`config.mk`:
```
export PLATFORM = sky130hd
export DESIGN_NAME = mem_access_unit
export DESIGN_NICKNAME = d
export VERILOG_FILES = /design/src/rtl/mem_access_unit.sv
export SDC_FILE = /design/constraint.sdc
export NUM_CORES = 1
export LEC_CHECK = 0
export ABC_AREA = 0
export BUFFER_PORTS_ARGS = -buffer_cell sky130_fd_sc_hd__buf_2
export CORE_MARGIN = 10
export CORE_UTILIZATION = 49
export CTS_CLUSTER_DIAMETER = 40
export DETAILED_ROUTE_END_ITERATION = 7
export GPL_TIMING_DRIVEN = 1
export PLACE_DENSITY = 0.91
export SYNTH_ARGS = -nofsm -noshare
export SYNTH_HDL_FRONTEND = slang
export SYNTH_SLANG_ARGS = --single-unit
```
`constraint.sdc`:
```
create_clock -name clk -period 3.7 [get_ports clk]
set_input_delay 0.555 -clock clk [delete_from_list [all_inputs] [get_ports clk]]
set_output_delay 0.555 -clock clk [all_outputs]
set_load 0.05 [all_outputs]
```
`src/rtl/mem_access_unit.sv`:
```
// MEM-stage load/store unit: turns an EX/MEM access into one req/gnt data-bus
// transaction, formats store lanes and load results, and stalls the pipeline meanwhile.
module mem_access_unit #(
  parameter int DATA_WIDTH          = 32,
  parameter int DATA_ADDR_WIDTH     = 32,
  parameter int REGISTER_ADDR_WIDTH = 5
) (
  input  logic                       clk,
  input  logic                       rst,
  input  logic [DATA_ADDR_WIDTH-1:0] alu_res_EX_MEM_o,
  input  logic [DATA_WIDTH-1:0]      write_data_EX_MEM_o,
  input  logic                       mem_write_EX_MEM_o,
  input  logic [1:0]                 result_sel_EX_MEM_o,
  input  logic [2:0]                 funct3_EX_MEM_o,
  output logic                       dmem_req,
  output logic                       dmem_we,
  output logic [DATA_ADDR_WIDTH-1:0] dmem_addr,
  output logic [DATA_WIDTH-1:0]      dmem_wdata,
  output logic [3:0]                 dmem_wstrb,
  input  logic                       dmem_gnt,
  input  logic                       dmem_rvalid,
  input  logic [DATA_WIDTH-1:0]      dmem_rdata,
  output logic [DATA_WIDTH-1:0]      load_data_MEM,
  output logic                       load_valid_MEM,
  output logic                       stall_MEM,
  output logic                       misaligned_MEM
);

  typedef enum logic [1:0] {S_IDLE, S_REQ, S_WAIT, S_DONE} state_t;

  state_t                     state_q, state_d;
  logic                       req_q, req_d;
  logic                       we_q, we_d;
  logic [DATA_ADDR_WIDTH-1:0] addr_q, addr_d;
  logic [DATA_WIDTH-1:0]      wdata_q, wdata_d;
  logic [3:0]                 wstrb_q, wstrb_d;
  logic [1:0]                 off_q, off_d;
  logic [1:0]                 size_q, size_d;
  logic                       uns_q, uns_d;
  logic [DATA_WIDTH-1:0]      load_data_q, load_data_d;
  logic                       load_valid_q, load_valid_d;
  logic                       misaligned_q, misaligned_d;

  logic       is_store, is_load, is_access;
  logic       f3_legal, addr_misaligned, access_ok, access_bad;
  logic [1:0] off;

  // Access classification; a store wins when both store and load are flagged.
  always_comb begin
    off             = alu_res_EX_MEM_o[1:0];
    is_store        = mem_write_EX_MEM_o;
    is_load         = !mem_write_EX_MEM_o && (result_sel_EX_MEM_o == 2'b01);
    is_access       = is_store || is_load;
    if (is_store) begin
      f3_legal = funct3_EX_MEM_o inside {3'b000, 3'b001, 3'b010};
    end else begin
      f3_legal = funct3_EX_MEM_o inside {3'b000, 3'b001, 3'b010, 3'b100, 3'b101};
    end
    addr_misaligned = ((funct3_EX_MEM_o[1:0] == 2'b01) && off[0]) ||
                      ((funct3_EX_MEM_o[1:0] == 2'b10) && (off != 2'b00));
    access_ok       = is_access && f3_legal && !addr_misaligned;
    access_bad      = is_access && !(f3_legal && !addr_misaligned);
  end

  logic [DATA_WIDTH-1:0] st_wdata;
  logic [3:0]            st_wstrb;

  for (genvar gi = 0; gi < 4; gi++) begin : g_lane
    assign st_wdata[gi*8 +: 8] =
      (funct3_EX_MEM_o[1:0] == 2'b00) ? write_data_EX_MEM_o[7:0] :
      (funct3_EX_MEM_o[1:0] == 2'b01) ? write_data_EX_MEM_o[(gi%2)*8 +: 8] :
                                        write_data_EX_MEM_o[gi*8 +: 8];
  end

  always_comb begin
    case (funct3_EX_MEM_o[1:0])
      2'b00:   st_wstrb = 4'b0001 << off;
      2'b01:   st_wstrb = 4'b0011 << off;
      default: st_wstrb = 4'b1111;
    endcase
  end

  logic [7:0]            ld_byte;
  logic [15:0]           ld_half;
  logic [DATA_WIDTH-1:0] ld_fmt;

  // Load formatting uses the captured offset/size, not the live EX/MEM inputs.
  always_comb begin
    ld_byte = dmem_rdata[{off_q, 3'b000} +: 8];
    ld_half = off_q[1] ? dmem_rdata[31:16] : dmem_rdata[15:0];
    case (size_q)
      2'b00:   ld_fmt = {{24{!uns_q && ld_byte[7]}}, ld_byte};
      2'b01:   ld_fmt = {{16{!uns_q && ld_half[15]}}, ld_half};
      default: ld_fmt = dmem_rdata;
    endcase
  end

  always_comb begin
    state_d      = state_q;
    req_d        = req_q;
    we_d         = we_q;
    addr_d       = addr_q;
    wdata_d      = wdata_q;
    wstrb_d      = wstrb_q;
    off_d        = off_q;
    size_d       = size_q;
    uns_d        = uns_q;
    load_data_d  = load_data_q;
    load_valid_d = 1'b0;
    misaligned_d = 1'b0;
    case (state_q)
      S_IDLE: begin
        if (access_ok) begin
          state_d = S_REQ;
          req_d   = 1'b1;
          we_d    = is_store;
          addr_d  = {alu_res_EX_MEM_o[DATA_ADDR_WIDTH-1:2], 2'b00};
          wdata_d = is_store ? st_wdata : '0;
          wstrb_d = is_store ? st_wstrb : 4'b0000;
          off_d   = off;
          size_d  = funct3_EX_MEM_o[1:0];
          uns_d   = funct3_EX_MEM_o[2];
        end else if (access_bad) begin
          misaligned_d = 1'b1;
        end
      end
      S_REQ: begin
        if (dmem_gnt) begin
          req_d   = 1'b0;
          state_d = we_q ? S_DONE : S_WAIT;
        end
      end
      S_WAIT: begin
        if (dmem_rvalid) begin
          load_data_d  = ld_fmt;
          load_valid_d = 1'b1;
          state_d      = S_DONE;
        end
      end
      default: state_d = S_IDLE;
    endcase
  end

  always_ff @(posedge clk or posedge rst) begin
    if (rst) begin
      state_q      <= S_IDLE;
      req_q        <= 1'b0;
      we_q         <= 1'b0;
      addr_q       <= '0;
      wdata_q      <= '0;
      wstrb_q      <= 4'b0000;
      off_q        <= 2'b00;
      size_q       <= 2'b00;
      uns_q        <= 1'b0;
      load_data_q  <= '0;
      load_valid_q <= 1'b0;
      misaligned_q <= 1'b0;
    end else begin
      state_q      <= state_d;
      req_q        <= req_d;
      we_q         <= we_d;
      addr_q       <= addr_d;
      wdata_q      <= wdata_d;
      wstrb_q      <= wstrb_d;
      off_q        <= off_d;
      size_q       <= size_d;
      uns_q        <= uns_d;
      load_data_q  <= load_data_d;
      load_valid_q <= load_valid_d;
      misaligned_q <= misaligned_d;
    end
  end

  // Stall rises in the same cycle an access is accepted so EX/MEM freezes on it.
  assign stall_MEM      = ((state_q == S_IDLE) && access_ok) ||
                          (state_q == S_REQ) || (state_q == S_WAIT);
  assign dmem_req       = req_q;
  assign dmem_we        = we_q;
  assign dmem_addr      = addr_q;
  assign dmem_wdata     = wdata_q;
  assign dmem_wstrb     = wstrb_q;
  assign load_data_MEM  = load_data_q;
  assign load_valid_MEM = load_valid_q;
  assign misaligned_MEM = misaligned_q;

endmodule

```
* Yosys cells after proc, flatten, opt, wreduce, memory -nomap -nowiden
Index checks and enable logic that the tools add are counted.
Cells by class: eq/ne operators 13, shifts and indexed selects 3, mux-type cells 24, reduce and logical (&&, ||, !) cells 30
Operators with widths (count):
- 32-bit one-hot mux with 2 select lines | 1
- 8-bit two-way mux | 5
- 32-bit two-way mux | 1
- 32-bit by 6-bit indexed part select with 8-bit output | 1
- 16-bit two-way mux | 1
- 1-bit logical AND | 10
- 1-bit two-way mux | 9
- 2-bit by 1-bit equality test with 1-bit output (second input constant) | 4
- 4-bit one-hot mux with 2 select lines | 1
- 3-bit equality test (second input constant) | 2
- 2-bit logical NOT | 3
- 2-bit two-way mux | 3
- 2-bit != test (second input constant) | 3
- 2-bit one-hot mux with 3 select lines | 1
- 3-bit AND reduction | 2
- 5-bit nonzero test | 1
- 2-bit equality test (second input constant) | 2
- 1-bit logical NOT | 4
- 1-bit logical OR | 4
- 4-bit two-way mux | 1
- 2-bit AND reduction | 2
- 2-bit nonzero test | 2
- 1-bit by 2-bit left shift with 4-bit output (first input constant) | 1
- 2-bit by 2-bit left shift with 4-bit output (first input constant) | 1
- 5 further kinds | 5
Storage, ports and cells: register bits after elaboration 109, bits of input ports 106, logic and storage cells 82

* Logic depth before layout (Yosys ltp)
Gate-level depths: netlist of the first run.
depth in word-level cells 10, depth in mapped cells 8, mapped depth without buffers 7

* Least setup slack after synthesis of the first run
Ideal clock, no wire load.
path kind input port to output port, start input funct3_EX_MEM_o[0], end output stall_MEM, data arrival time 1.900 ns, data required time 3.145 ns, slack 1.245 ns, cell stages on the path 6, buffers on the path 3, cell sequence buf_6 -> nor4_2 -> o221ai_1 -> buf_2 -> clkbuf_1 -> nand2_1
Between the ends: word-level cells in the longest chain between the ends 8
Ends and longest elaborated chain:
- start: declaration | line 14 | input logic [2:0] funct3_EX_MEM_o,
- 3-bit by 1-bit equality test with 1-bit output, or another cell as far along | line 55, 57
- 5-bit nonzero test, or another cell as far along | line 57 | f3_legal = funct3_EX_MEM_o inside {3'b000, 3'b001, 3'b010, 3'b100, 3'b101};
- 1-bit two-way mux or 1-bit logical OR (tied branches) | line 54, 59
- 1-bit logical AND or 1-bit logical NOT (tied branches) | line 61 | access_ok = is_access && f3_legal && !addr_misaligned;
- 1-bit logical AND (*) | line 61
- 1-bit logical AND (*) | line 175 | assign stall_MEM = ((state_q == S_IDLE) && access_ok) ||
- 1-bit logical OR (*) | line 175
- 1-bit logical OR (*) | line 176 | (state_q == S_REQ) || (state_q == S_WAIT);
- end: declaration | line 25 | output logic stall_MEM,
Mark *: on every way between the ends. The rest lies on a longest branch, timed or not.

* Final worst setup path of the first run
start register state_q[0], end register load_data_q[14] (netlist: load_data_MEM[14])
Between the ends: word-level cells in the longest chain between the ends 2
Ends and longest elaborated chain:
- start: declaration | line 31 | state_t state_q, state_d;
- start signal: assignment | line 159 | state_q <= state_d;
- 2-bit equality test | line 111 | case (state_q)
- 2-bit AND reduction (no line)
- end signal: assignment | line 168 | load_data_q <= load_data_d;
- end: declaration | line 40 | logic [DATA_WIDTH-1:0] load_data_q, load_data_d;
No other way between the ends. A chain may end at the register's enable or synchronous reset.

==> reports/results.txt, run 1 <==
Wire length of the first global-routing pass - 24.4 mm
Drt drc - 2
Die width - 124 um
Yosys cell types - 34
Worst r2r path cells - 7
Count of TritonRoute iterations in the first routing pass - 8
Final WL - 15.8 mm
Number of clock buffers inserted by TritonCTS - 9
Largest area contributor in the netlist - sky130_fd_sc_hd__dfrtp_1
Hold Path Class - input pin to register
Number of rows created at floorplan - 37
Insertion delay to the later sink of the worst-skew pair - 0.37 ns
Root buf cell - sky130_fd_sc_hd__clkbuf_8
Arrival time of the worst setup path - 2.77 ns
Setup repair after global routing missed its margin - false
Power density relative to cell area - 1050 mW/mm^2
Total count of max-transition violations in the final report - 0
Input/output buffers - 208
Achievable frequency - 0.397 GHz
Area contributors post-synth - sky130_fd_sc_hd__dfrtp_1 (52%), sky130_fd_sc_hd__mux2_4 (10%), sky130_fd_sc_hd__nand2_1 (7.8%), sky130_fd_sc_hd__o21ai_0 (6.1%), sky130_fd_sc_hd__mux2_2 (5.1%)
Yosys warning count - 0
Category of the critical setup timing path - register to register
Number of register bits inferred by synthesis - 109
Number of flops mapped to enable cells by yosys - 0
Die Y-Extent - 124 um
Net count of the finished layout - 801
Portion of total power attributed to the clock network - 11.2%
Initial detailed-routing violation count - 503
Startpoint class of the critical path - register
Number of sinks on the clock net - 109
Number of cells after detailed placement - 816
Clock transition time at the flip-flop clock pins of the worst setup and hold paths - 0.11 ns
Total number of vias - 4513
Seq/Total Area, Yosys - 51.8%
Endpoint kind of the worst setup timing path - register
Final critical path time including I/O delays and setup - 2.52 ns
Growth of design area from synthesis to finish - 24.9%
Crit path required time - 3.95 ns
Placeable Area - 0.0104 mm^2
Number of antenna cells inserted - 0
Switching fraction of total power - 53.8%
Number of H-tree levels - 3
WL per Instance - 19.0 um
Non-Filler Instances - 832
Aggregate global-route resource usage - 20.0%
Total gr overflow - 0
Placer's final routability congestion estimate - 0.924
I/O Pins - 211
P_leak - 3.43 nW
Clock Tree Buf Depth - 2
Synth cell count leaders - sky130_fd_sc_hd__dfrtp_1 (109), sky130_fd_sc_hd__nand2_1 (109), sky130_fd_sc_hd__o21ai_0 (64)
Post-cts resize count - 0
TritonCTS clock tree - done
Critical R2R Capture - load_data_MEM[14]
Internal Pwr Total - 0.00319 W
Sequential power share - 30.9%
Setup crit end - load_data_MEM[14]
Pin count of the biggest net entering global routing - 110
Worst flop-to-flop path startpoint - state_q[0]
Post-Syn Area - 0.00527 mm^2
Leading register cell type out of synthesis - sky130_fd_sc_hd__dfrtp_1
Portion of the clock cycle consumed by the worst path in the final layout - 68.2%
Instance count of the mapped netlist - 503
Fraction of final layout cells sized beyond drive strength 1 - 42.1%
Slack of the worst reg-to-reg path - 1.18 ns
Portion of total power attributed to combinational logic - 57.9%
Worst vdd ir - 0.000584 V
Post CTS Setup Buffer Count - 0
Initial antenna violation count - 0
P_sw - 0.00372 W
Total Die Area - 0.0153 mm^2
Synthesized area per cell - 10.5 um^2
Number of hold-repair buffers added at the cts stage - 0
Core Util, Final - 63.2%
Final count of negative-setup-slack endpoints - 0
Share of the synthesized area in the top cell type - 51.8%
Violated checks - design-rule violations
Final hold violations - 0
Highest net fanout along the worst path - 32
Final antenna-violating net count - 0
Max-Slew Margin vs Limit - 27.2%
Transition time of the tightest slew-check pin - 1.09 ns
Aggregate negative setup slack - 0 ns
DP Wirelength - 12.0 mm
Outcome - finished, violations left
Drt via density - 5.42
Max-cap violations - 0
Launching instance or port of the critical path - state_q[0]
Post-route clock skew - 0.0138 ns
Number of global-route vias before repair - 4655
Post-synth ARST share - 100%
Initial core utilization - 50.6%
## layout by cell type, fill, tap and decap left out, types with 3 or more instances in the layout
cell type                  count
sky130_fd_sc_hd__a22o_1       10
sky130_fd_sc_hd__buf_4         4
sky130_fd_sc_hd__buf_2       208
sky130_fd_sc_hd__nand3b_1      7
sky130_fd_sc_hd__dfrtp_1     109
sky130_fd_sc_hd__a21oi_1      28
sky130_fd_sc_hd__nor2b_1       3
sky130_fd_sc_hd__mux2_2       24
sky130_fd_sc_hd__o21ai_0      64
sky130_fd_sc_hd__a222oi_1      8
sky130_fd_sc_hd__clkbuf_8     10
sky130_fd_sc_hd__ha_1          4
sky130_fd_sc_hd__nand2_1     109
sky130_fd_sc_hd__inv_1         8
sky130_fd_sc_hd__mux2_4       36
sky130_fd_sc_hd__mux2i_1      11
sky130_fd_sc_hd__nor2_1       27
## layer usage
metal	GRT usage, %	wire (um)	vias up
met5	0	0	-
met4	6.19	300	0
met3	7.65	1800	28
met2	33.9	7680	225
met1	22.9	6030	2149
li1	-	-	2111
## power groups by stage
stage | clock network [W] | logic [W] | registers [W]
floorplan | 0 | 0.00123 | 0.00393
global placement | 0 | 0.00393 | 0.00211
detailed placement | 0 | 0.00403 | 0.00214
CTS | 0.000795 | 0.00403 | 0.00213
global route | 0.000844 | 0.00424 | 0.00220
finish | 0.000776 | 0.00400 | 0.00213
## worst max-delay path, stage by stage, from the launching register on
cell	delay, ns
sky130_fd_sc_hd__dfrtp_1	0.44
sky130_fd_sc_hd__inv_1	0.11
sky130_fd_sc_hd__ha_1	0.23
sky130_fd_sc_hd__nand2_1	0.38
sky130_fd_sc_hd__inv_1	0.84
sky130_fd_sc_hd__nand3b_1	0.17
sky130_fd_sc_hd__o21ai_0	0.14
sky130_fd_sc_hd__a21oi_1	0.07
## worst min-delay path by stage
stage	startpoint	to	slack, ns	depth (start not counted)
floorplan	state_q[1]	state_q[1]	0.51	1
global placement	dmem_wdata[24]	dmem_wdata[24]	0.46	2
detailed placement	dmem_wdata[29]	dmem_wdata[29]	0.46	2
CTS	alu_res_EX_MEM_o[2]	dmem_addr[2]	0.38	2
global route	alu_res_EX_MEM_o[22]	dmem_addr[22]	0.38	2
finish	alu_res_EX_MEM_o[19]	dmem_addr[19]	0.40	2
## flip-flops by register name, indices dropped and copies added, names as in the netlist, 2 cells and up
| signal | cells |
|---|---|
| state_q | 2 |
| dmem_wdata | 32 |
| off_q | 2 |
| dmem_addr | 30 |
| size_q | 2 |
| dmem_wstrb | 4 |
| load_data_MEM | 32 |
## layout make-up
class | count | area [um^2]
fill | 863 | 3840
sequential | 109 | 2730
multi-input combinational | 348 | 2340
timing repair buffer | 213 | 1090
tap | 136 | 170
clock buffer | 10 | 138
clock inverter | 6 | 76.3
inverter | 10 | 40.0
## per-stage QoR
step	hold slack, ns	worst slack (ns)	instance area [um^2]	power (W)
finish	0.402	1.18	6580	0.00691
global route	0.375	0.961	6580	0.00728
CTS	0.377	1.22	6580	0.00696
detailed placement	0.465	1.26	6370	0.00618
global placement	0.458	1.34	6370	0.00605
floorplan	0.512	0.271	5270	0.00516
## cell families (layout without fill, tap and decap cells)
kind of cell	Yosys count	after routing	synth area share (%)
and+or+nand+nor	151	151	11.8
adders and majority gates	4	4	0.950
buffers and inverters	47	239	4.30
AOI/OAI and AO/OA	118	118	13.3
other	1	2	0.0712
muxes	73	73	17.9
DFF	109	109	51.8
No activity file was read; power rests on OpenSTA's default activity.
==> inputs of run 2 (changes only) <==
- CORE_UTILIZATION: 49 -> 44
- PLACE_DENSITY: 0.91 -> 0.87
- clock period: 3.7 -> 2.3 ns (I/O delays scaled with it)
==> run 2 against run 1 <==
- the run now ends clean
- critical path depth shrank 2
- non-clock buffer count increased by 9
- setup slack worse by 0.88 ns
- worst hold slack got worse by 0.28 ns
- global-route usage down 1.5 points
- via count shrank 2.3%
- clock skew down 0.0076 ns
- die area increased by 9.5%
- core utilization shrank 4.9 points
- register-to-register slack got worse by 0.87 ns
- count of clock-buffer cells in the layout shrank 1
- first-iteration DRC count decreased by 37%
- largest power group unchanged
==> reports/results.txt, run 2 (synthesized netlist as in run 1, its figures left out) <==
Final hold violations - 0 (unchanged)
Clock transition time at the flip-flop clock pins of the worst setup and hold paths - 0.08 ns (was 0.11 ns)
Total number of vias - 4408 (was 4513)
Cell chain of the critical path - inv_1, ha_1, o221ai_4, nand2_1, buf_2 (was inv_1, ha_1, nand2_1, inv_1, nand3b_1, o21ai_0, a21oi_1)
P_leak - 3.49 nW (was 3.43 nW)
I/O Pins - 211 (unchanged)
Root buf cell - sky130_fd_sc_hd__clkbuf_16 (was sky130_fd_sc_hd__clkbuf_8)
Worst flop-to-flop path startpoint - state_q[0] (unchanged)
Number of global-route vias before repair - 4622 (was 4655)
Number of rows created at floorplan - 39 (was 37)
Category of the critical setup timing path - register to output pin (was register to register)
Switching fraction of total power - 52.8% (was 53.8%)
Total Die Area - 0.0168 mm^2 (was 0.0153 mm^2)
Die Y-Extent - 129 um (was 124 um)
Max incr delay on CP - 0.41 ns (was 0.84 ns)
Total buffers and inverters traversed by the critical path - 2 (unchanged)
Worst hold-check slack - 0.127 ns (was 0.402 ns)
WL per Instance - 18.9 um (was 19.0 um)
Filler cells - 1022 (was 863)
Power, Total - 0.0114 W (was 0.00691 W)
Cell area after placement - 0.00646 mm^2 (was 0.00637 mm^2)
Placer's final routability congestion estimate - 0.893 (was 0.924)
Count of TritonRoute iterations in the first routing pass - 5 (was 8)
Outcome - completed (was finished, violations left)
Max-cap violations - 0 (unchanged)
Critical-path top delay cell - sky130_fd_sc_hd__dfrtp_1 (was sky130_fd_sc_hd__inv_1)
Setup repair after global routing missed its margin - false (unchanged)
Pin count of the biggest net entering global routing - 110 (unchanged)
Total gr overflow - 0 (unchanged)
Startpoint class of the critical path - register (unchanged)
Die width - 129 um (was 124 um)
Highest net fanout along the worst path - 5 (was 32)
Portion of total power attributed to the clock network - 13.2% (was 11.2%)
Crit path required time - 1.96 ns (was 3.95 ns)
Dominant delay contributor by cell family on the critical path - flip-flops (was buffers and inverters)
Portion of the clock cycle consumed by the worst path in the final layout - 87.1%
DP Wirelength - 12.1 mm (was 12.0 mm)
Non-Filler Instances - 848 (was 832)
Met1 wire length - 6.32 mm (was 6.03 mm)
P_sw - 0.00602 W (was 0.00372 W)
Number of cells after detailed placement - 832 (was 816)
Leading cell types in the layout, fill and taps excluded - sky130_fd_sc_hd__buf_2 (208), sky130_fd_sc_hd__nand2_1 (109), sky130_fd_sc_hd__dfrtp_1 (109) (unchanged)
Transition time of the tightest slew-check pin - 0.732 ns (was 1.09 ns)
Slack of the worst reg-to-reg path - 0.31 ns (was 1.18 ns)
Post CTS Setup Buffer Count - 0 (unchanged)
Final antenna-violating net count - 0 (unchanged)
Achievable frequency - 0.499 GHz
Hold Path Class - input pin to asynchronous set/reset pin (was input pin to register)
Number of clock buffers inserted by TritonCTS - 9 (unchanged)
Final critical path time including I/O delays and setup - 2.00 ns
Worst r2r path cells - 5 (was 7)
Clock Tree Buf Depth - 2 (unchanged)
Wire length of the first global-routing pass - 24.6 mm (was 24.4 mm)
Met3 layer wire length in the routed design - 1.70 mm (was 1.80 mm)
Final count of negative-setup-slack endpoints - 0 (unchanged)
Net count of the finished layout - 810 (was 801)
Insertion delay to the later sink of the worst-skew pair - 0.35 ns (was 0.37 ns)
Max-Slew Margin vs Limit - 51.2% (was 27.2%)
Number of sinks on the clock net - 109 (unchanged)
Worst vdd ir - 0.000839 V (was 0.000584 V)
Growth of design area from synthesis to finish - 27.9% (was 24.9%)
Aggregate negative setup slack - 0 ns (unchanged)
Arrival time of the worst setup path - 1.66 ns (was 2.77 ns)
Topmost layer with routed signal wires - met4 (unchanged)
Aggregate global-route resource usage - 18.5% (was 20.0%)
Most common cell after layout, fill and taps aside - sky130_fd_sc_hd__buf_2 (unchanged)
Power density relative to cell area - 1690 mW/mm^2 (was 1050 mW/mm^2)
Final WL - 16.0 mm (was 15.8 mm)
Post-cts resize count - 0 (unchanged)
Sequential power share - 30.1% (was 30.9%)
Number of antenna cells inserted - 0 (unchanged)
Post-route clock skew - 0.00618 ns (was 0.0138 ns)
Portion of total power attributed to combinational logic - 56.8% (was 57.9%)
Launching instance or port of the critical path - state_q[1] (was state_q[0])
Total count of max-transition violations in the final report - 0 (unchanged)
Cell area after layout - 0.00674 mm^2 (was 0.00658 mm^2)
TritonCTS clock tree - done (unchanged)
Input/output buffers - 208 (unchanged)
Endpoint kind of the worst setup timing path - output pin (was register)
Number of hold-repair buffers added at the cts stage - 0 (unchanged)
Initial core utilization - 45.6% (was 50.6%)
Placeable Area - 0.0116 mm^2 (was 0.0104 mm^2)
Initial detailed-routing violation count - 317 (was 503)
Fraction of final layout cells sized beyond drive strength 1 - 42.8% (was 42.1%)
Critical R2R Capture - dmem_addr[17] (was load_data_MEM[14])
Initial antenna violation count - 0 (unchanged)
Number of H-tree levels - 3 (unchanged)
Internal Pwr Total - 0.00539 W (was 0.00319 W)
Drt via density - 5.20 (was 5.42)
Drt drc - 0 (was 2)
Met2 wire len - 7.82 mm (was 7.68 mm)
==> run 2: final cells by class <==
cell class                 instances  area (um^2)  share of cell area (%)
inverter                          10         41.3                   0.613
timing repair buffer             222         1170                    17.4
tap                              143          179                    2.66
clock inverter                     7         57.6                   0.854
multi-input combinational        348         2340                    34.7
clock buffer                       9          225                    3.34
sequential                       109         2730                    40.5
==> run 2: routing by layer <==
metal	track usage, %	vias up
li1	-	2120
met1	21.2	2093
met2	31.4	182
met3	7.42	13
met4	5.42	0
met5	0	-
==> run 2: power by group through the flow <==
stage | combinational (W) | sequential, W | clock [W]
after CTS | 0.00655 | 0.00344 | 0.00155
after floorplan | 0.00198 | 0.00632 | 0
after global placement | 0.00641 | 0.00341 | 0
after detailed placement | 0.00655 | 0.00345 | 0
final | 0.00648 | 0.00343 | 0.00150
after global routing | 0.00687 | 0.00357 | 0.00161
==> run 2: metrics by stage <==
step / utilization (%) / setup WS, ns
after CTS: 58.3 / 0.273
after floorplan: - / 0.265
final: 58.3 / 0.296
after global placement: 55.8 / 0.297
after global routing: 58.3 / 0.183
after detailed placement: 55.8 / 0.250
==> run 2: worst max-delay path by stage <==
stage | end | cells after the start
after floorplan | stall_MEM | 6
after global placement | state_q[1] | 5
after detailed placement | dmem_addr[16] | 5
after CTS | stall_MEM | 5
after global routing | stall_MEM | 5
final | stall_MEM | 5
==> run 2: tightest hold or removal path, stage by stage <==
cell	delay, ns
sky130_fd_sc_hd__buf_2	0.11
sky130_fd_sc_hd__clkinvlp_4	0.07
sky130_fd_sc_hd__buf_12	0.42
==> inputs of run 3 (changes only) <==
- ABC_AREA: 0 -> 1
- SLEW_MARGIN: unset -> 20
==> run 3 against run 2 <==
- register-to-register slack improved by 0.13 ns
- sequential share of layout area increased by 0.21 points
- setup slack got worse by 0.067 ns
- highest routed layer is now met5
==> reports/results.txt, run 3 <==
Die Y-Extent - 130 um (was 129 um)
Number of H-tree levels - 3 (unchanged)
Fraction of met2 tracks used by global routing - 31.5% (was 31.4%)
Net count of the finished layout - 953 (was 810)
Seq/Total Area, Yosys - 51.6% (was 51.8%)
Number of rows created at floorplan - 39 (unchanged)
Leading register cell type out of synthesis - sky130_fd_sc_hd__dfrtp_1 (unchanged)
Initial antenna violation count - 2 (was 0)
Input/output buffers - 208 (unchanged)
Cell chain of the critical path - inv_1, ha_1, nand2_2, nor2_8, inv_2, nand3_1, buf_2 (was inv_1, ha_1, o221ai_4, nand2_1, buf_2)
Area contributors post-synth - sky130_fd_sc_hd__dfrtp_1 (52%), sky130_fd_sc_hd__nand2_1 (16%), sky130_fd_sc_hd__a21oi_1 (6.2%), sky130_fd_sc_hd__o21ai_0 (5.3%), sky130_fd_sc_hd__o21ai_2 (4.8%) (was sky130_fd_sc_hd__dfrtp_1 (52%), sky130_fd_sc_hd__mux2_4 (10%), sky130_fd_sc_hd__nand2_1 (7.8%), sky130_fd_sc_hd__o21ai_0 (6.1%), sky130_fd_sc_hd__mux2_2 (5.1%))
Number of clock buffers inserted by TritonCTS - 9 (unchanged)
Global routing met1 resource utilization - 22.7% (was 21.2%)
Final count of negative-setup-slack endpoints - 0 (unchanged)
Number of flops mapped to enable cells by yosys - 0 (unchanged)
WL per Instance - 16.7 um (was 18.9 um)
Crit path required time - 1.96 ns (about the same)
DP Wirelength - 12.6 mm (was 12.1 mm)
Die width - 130 um (was 129 um)
Critical-path top delay cell - sky130_fd_sc_hd__dfrtp_1 (unchanged)
Placer's final routability congestion estimate - 0.875 (was 0.893)
Max-Slew Margin vs Limit - 52.0% (was 51.2%)
Yosys warning count - 0 (unchanged)
Most used routing layer in global routing - met2 (unchanged)
Hold Path Class - input pin to asynchronous set/reset pin (unchanged)
Worst vdd ir - 0.000971 V (was 0.000839 V)
Fraction of final layout cells sized beyond drive strength 1 - 33.6% (was 42.8%)
Yosys cell types - 28 (was 34)
Placeable Area - 0.0116 mm^2 (unchanged)
Growth of design area from synthesis to finish - 26.9% (was 27.9%)
Power, Total - 0.0113 W (was 0.0114 W)
Total Die Area - 0.0168 mm^2 (about the same)
Final critical path time including I/O delays and setup - 2.07 ns (was 2.00 ns)
Total gr overflow - 0 (unchanged)
Total number of vias - 5086 (was 4408)
Met3 track demand over resource in global routing - 6.32% (was 7.42%)
Final antenna-violating net count - 0 (unchanged)
Outcome - completed (unchanged)
Max incr delay on CP - 0.41 ns (about the same)
Number of register bits inferred by synthesis - 109 (unchanged)
Clock transition time at the flip-flop clock pins of the worst setup and hold paths - 0.07 ns (was 0.08 ns)
Synthesized area per cell - 8.15 um^2 (was 10.5 um^2)
Wire length of the first global-routing pass - 25.6 mm (was 24.6 mm)
Post-Syn Area - 0.00528 mm^2 (was 0.00527 mm^2)
I/O Pins - 211 (unchanged)
Final WL - 16.5 mm (was 16.0 mm)
Instance count of the mapped netlist - 648 (was 503)
Category of the critical setup timing path - register to output pin (unchanged)
Transition time of the tightest slew-check pin - 0.718 ns (was 0.732 ns)
P_leak - 3.72 nW (was 3.49 nW)
Initial core utilization - 45.7% (was 45.6%)
Drt via density - 5.13 (was 5.20)
Post-cts resize count - 0 (unchanged)
Total count of max-transition violations in the final report - 0 (unchanged)
Startpoint class of the critical path - register (unchanged)
Insertion delay to the later sink of the worst-skew pair - 0.34 ns (was 0.35 ns)
Most common cell after layout, fill and taps aside - sky130_fd_sc_hd__nand2_1 (was sky130_fd_sc_hd__buf_2)
Clock Tree Buf Depth - 2 (unchanged)
Filler cells - 1068 (was 1022)
Drt drc - 0 (unchanged)
Portion of the clock cycle consumed by the worst path in the final layout - 90.0% (was 87.1%)
Share of the synthesized area in the top cell type - 51.6% (was 51.8%)
Power density relative to cell area - 1680 mW/mm^2 (was 1690 mW/mm^2)
Number of sinks on the clock net - 109 (unchanged)
Achievable frequency - 0.483 GHz (was 0.499 GHz)
Highest net fanout along the worst path - 4 (was 5)
Arrival time of the worst setup path - 1.73 ns (was 1.66 ns)
Setup repair after global routing missed its margin - false (unchanged)
Final hold violations - 0 (unchanged)
Pin count of the biggest net entering global routing - 70 (was 110)
Root buf cell - sky130_fd_sc_hd__clkbuf_16 (unchanged)
Post CTS Setup Buffer Count - 0 (unchanged)
Number of hold-repair buffers added at the cts stage - 0 (unchanged)
Aggregate global-route resource usage - 19.0% (was 18.5%)
Post-route clock skew - 0.00658 ns (was 0.00618 ns)
Endpoint kind of the worst setup timing path - output pin (unchanged)
Number of global-route vias before repair - 5056 (was 4622)
Max-cap violations - 0 (unchanged)
Synth cell count leaders - sky130_fd_sc_hd__nand2_1 (228), sky130_fd_sc_hd__dfrtp_1 (109), sky130_fd_sc_hd__a21oi_1 (65) (was sky130_fd_sc_hd__dfrtp_1 (109), sky130_fd_sc_hd__nand2_1 (109), sky130_fd_sc_hd__o21ai_0 (64))
Initial detailed-routing violation count - 395 (was 317)
Leading cell types in the layout, fill and taps excluded - sky130_fd_sc_hd__nand2_1 (228), sky130_fd_sc_hd__buf_2 (208), sky130_fd_sc_hd__dfrtp_1 (109) (was sky130_fd_sc_hd__buf_2 (208), sky130_fd_sc_hd__nand2_1 (109), sky130_fd_sc_hd__dfrtp_1 (109))
TritonCTS clock tree - done (unchanged)
Top-count cell post-synth - sky130_fd_sc_hd__nand2_1
Post-synth ARST share - 100% (unchanged)
Count of TritonRoute iterations in the first routing pass - 4 (was 5)
Aggregate negative setup slack - 0 ns (unchanged)
Largest area contributor in the netlist - sky130_fd_sc_hd__dfrtp_1 (unchanged)
==> run 3: cell types whose count changed after synthesis, sizes merged, moves of 22 or more <==
cell / change
nand2: +126
mux2: -62
a21oi: +40
inv: +40
o21ai: +22
==> run 3: cells by family after synthesis <==
kind of cell             synth area share (%)
adder cells (fa/ha/maj)                 0.947
AND/OR/NAND/NOR                          22.4
flip-flops                               51.6
buffers and inverters                    7.60
other                                  0.0710
AO/OA/AOI/OAI                            17.4
==> run 3: path summary, 6_finish.rpt <==
| path | from | endpoint | slack, ns | cells past startpoint |
|---|---|---|---|---|
| hold reg to reg | dmem_addr[22] | dmem_addr[22] | 0.47 | 2 |
| min in group clk | alu_res_EX_MEM_o[21] | dmem_addr[21] | 0.19 | 3 |
| setup reg to reg | state_q[0] | dmem_wdata[24] | 0.44 | 8 |
| setup / recovery | state_q[0] | stall_MEM | 0.23 | 7 |
| max in group asynchronous | rst | load_data_MEM[10] | 1.50 | 3 |
| hold / removal | rst | dmem_wstrb[1] | 0.10 | 2 |
==> run 3: critical path: cells and delay by family (launching register included) <==
family,cells,cell delay [ns]
flip-flops,1,0.41
adder cells (fa/ha/maj),1,0.20
AND/OR/NAND/NOR,3,0.34
buffers and inverters,3,0.42
==> run 3: layout make-up <==
type	instances	area, um^2	area share, %
diodes	1	2.50	0.0373
clock buffers	9	225	3.36
clock inverters	7	75.1	1.12
inverters	49	188	2.80
multi-input cells	455	2160	32.2
flip-flops and latches	109	2730	40.7
well taps	143	179	2.67
repair buffers	219	1150	17.1
==> run 3: power by group <==
part           switching [W]  leakage, nW  internal [W]
clock               0.000731        0.143      0.000851
sequential          0.000498         1.36       0.00281
combinational        0.00496         2.22       0.00144
total                0.00619         3.72       0.00510
==> run 3: routing by layer <==
| layer | wire length [um] | vias up |
|---|---|---|
| met1 | 6740 | 2372 |
| met2 | 7900 | 241 |
| li1 | - | 2448 |
| met4 | 295 | 2 |
| met5 | 8 | - |
| met3 | 1590 | 23 |
==> run 3: per-stage QoR <==
stage / std cells / instance area, um^2 / hold WS (ns) / setup WS, ns / util (%)
floorplan: 649 / 5290 / 0.462 / 0.437 / -
global placement: 975 / 6400 / 0.449 / 0.425 / 55.4
detailed placement: 975 / 6400 / 0.454 / 0.350 / 55.4
CTS: 991 / 6700 / 0.127 / 0.200 / 57.9
global route: 991 / 6700 / 0.156 / 0.130 / 57.9
finish: 992 / 6700 / 0.102 / 0.229 / 58.0
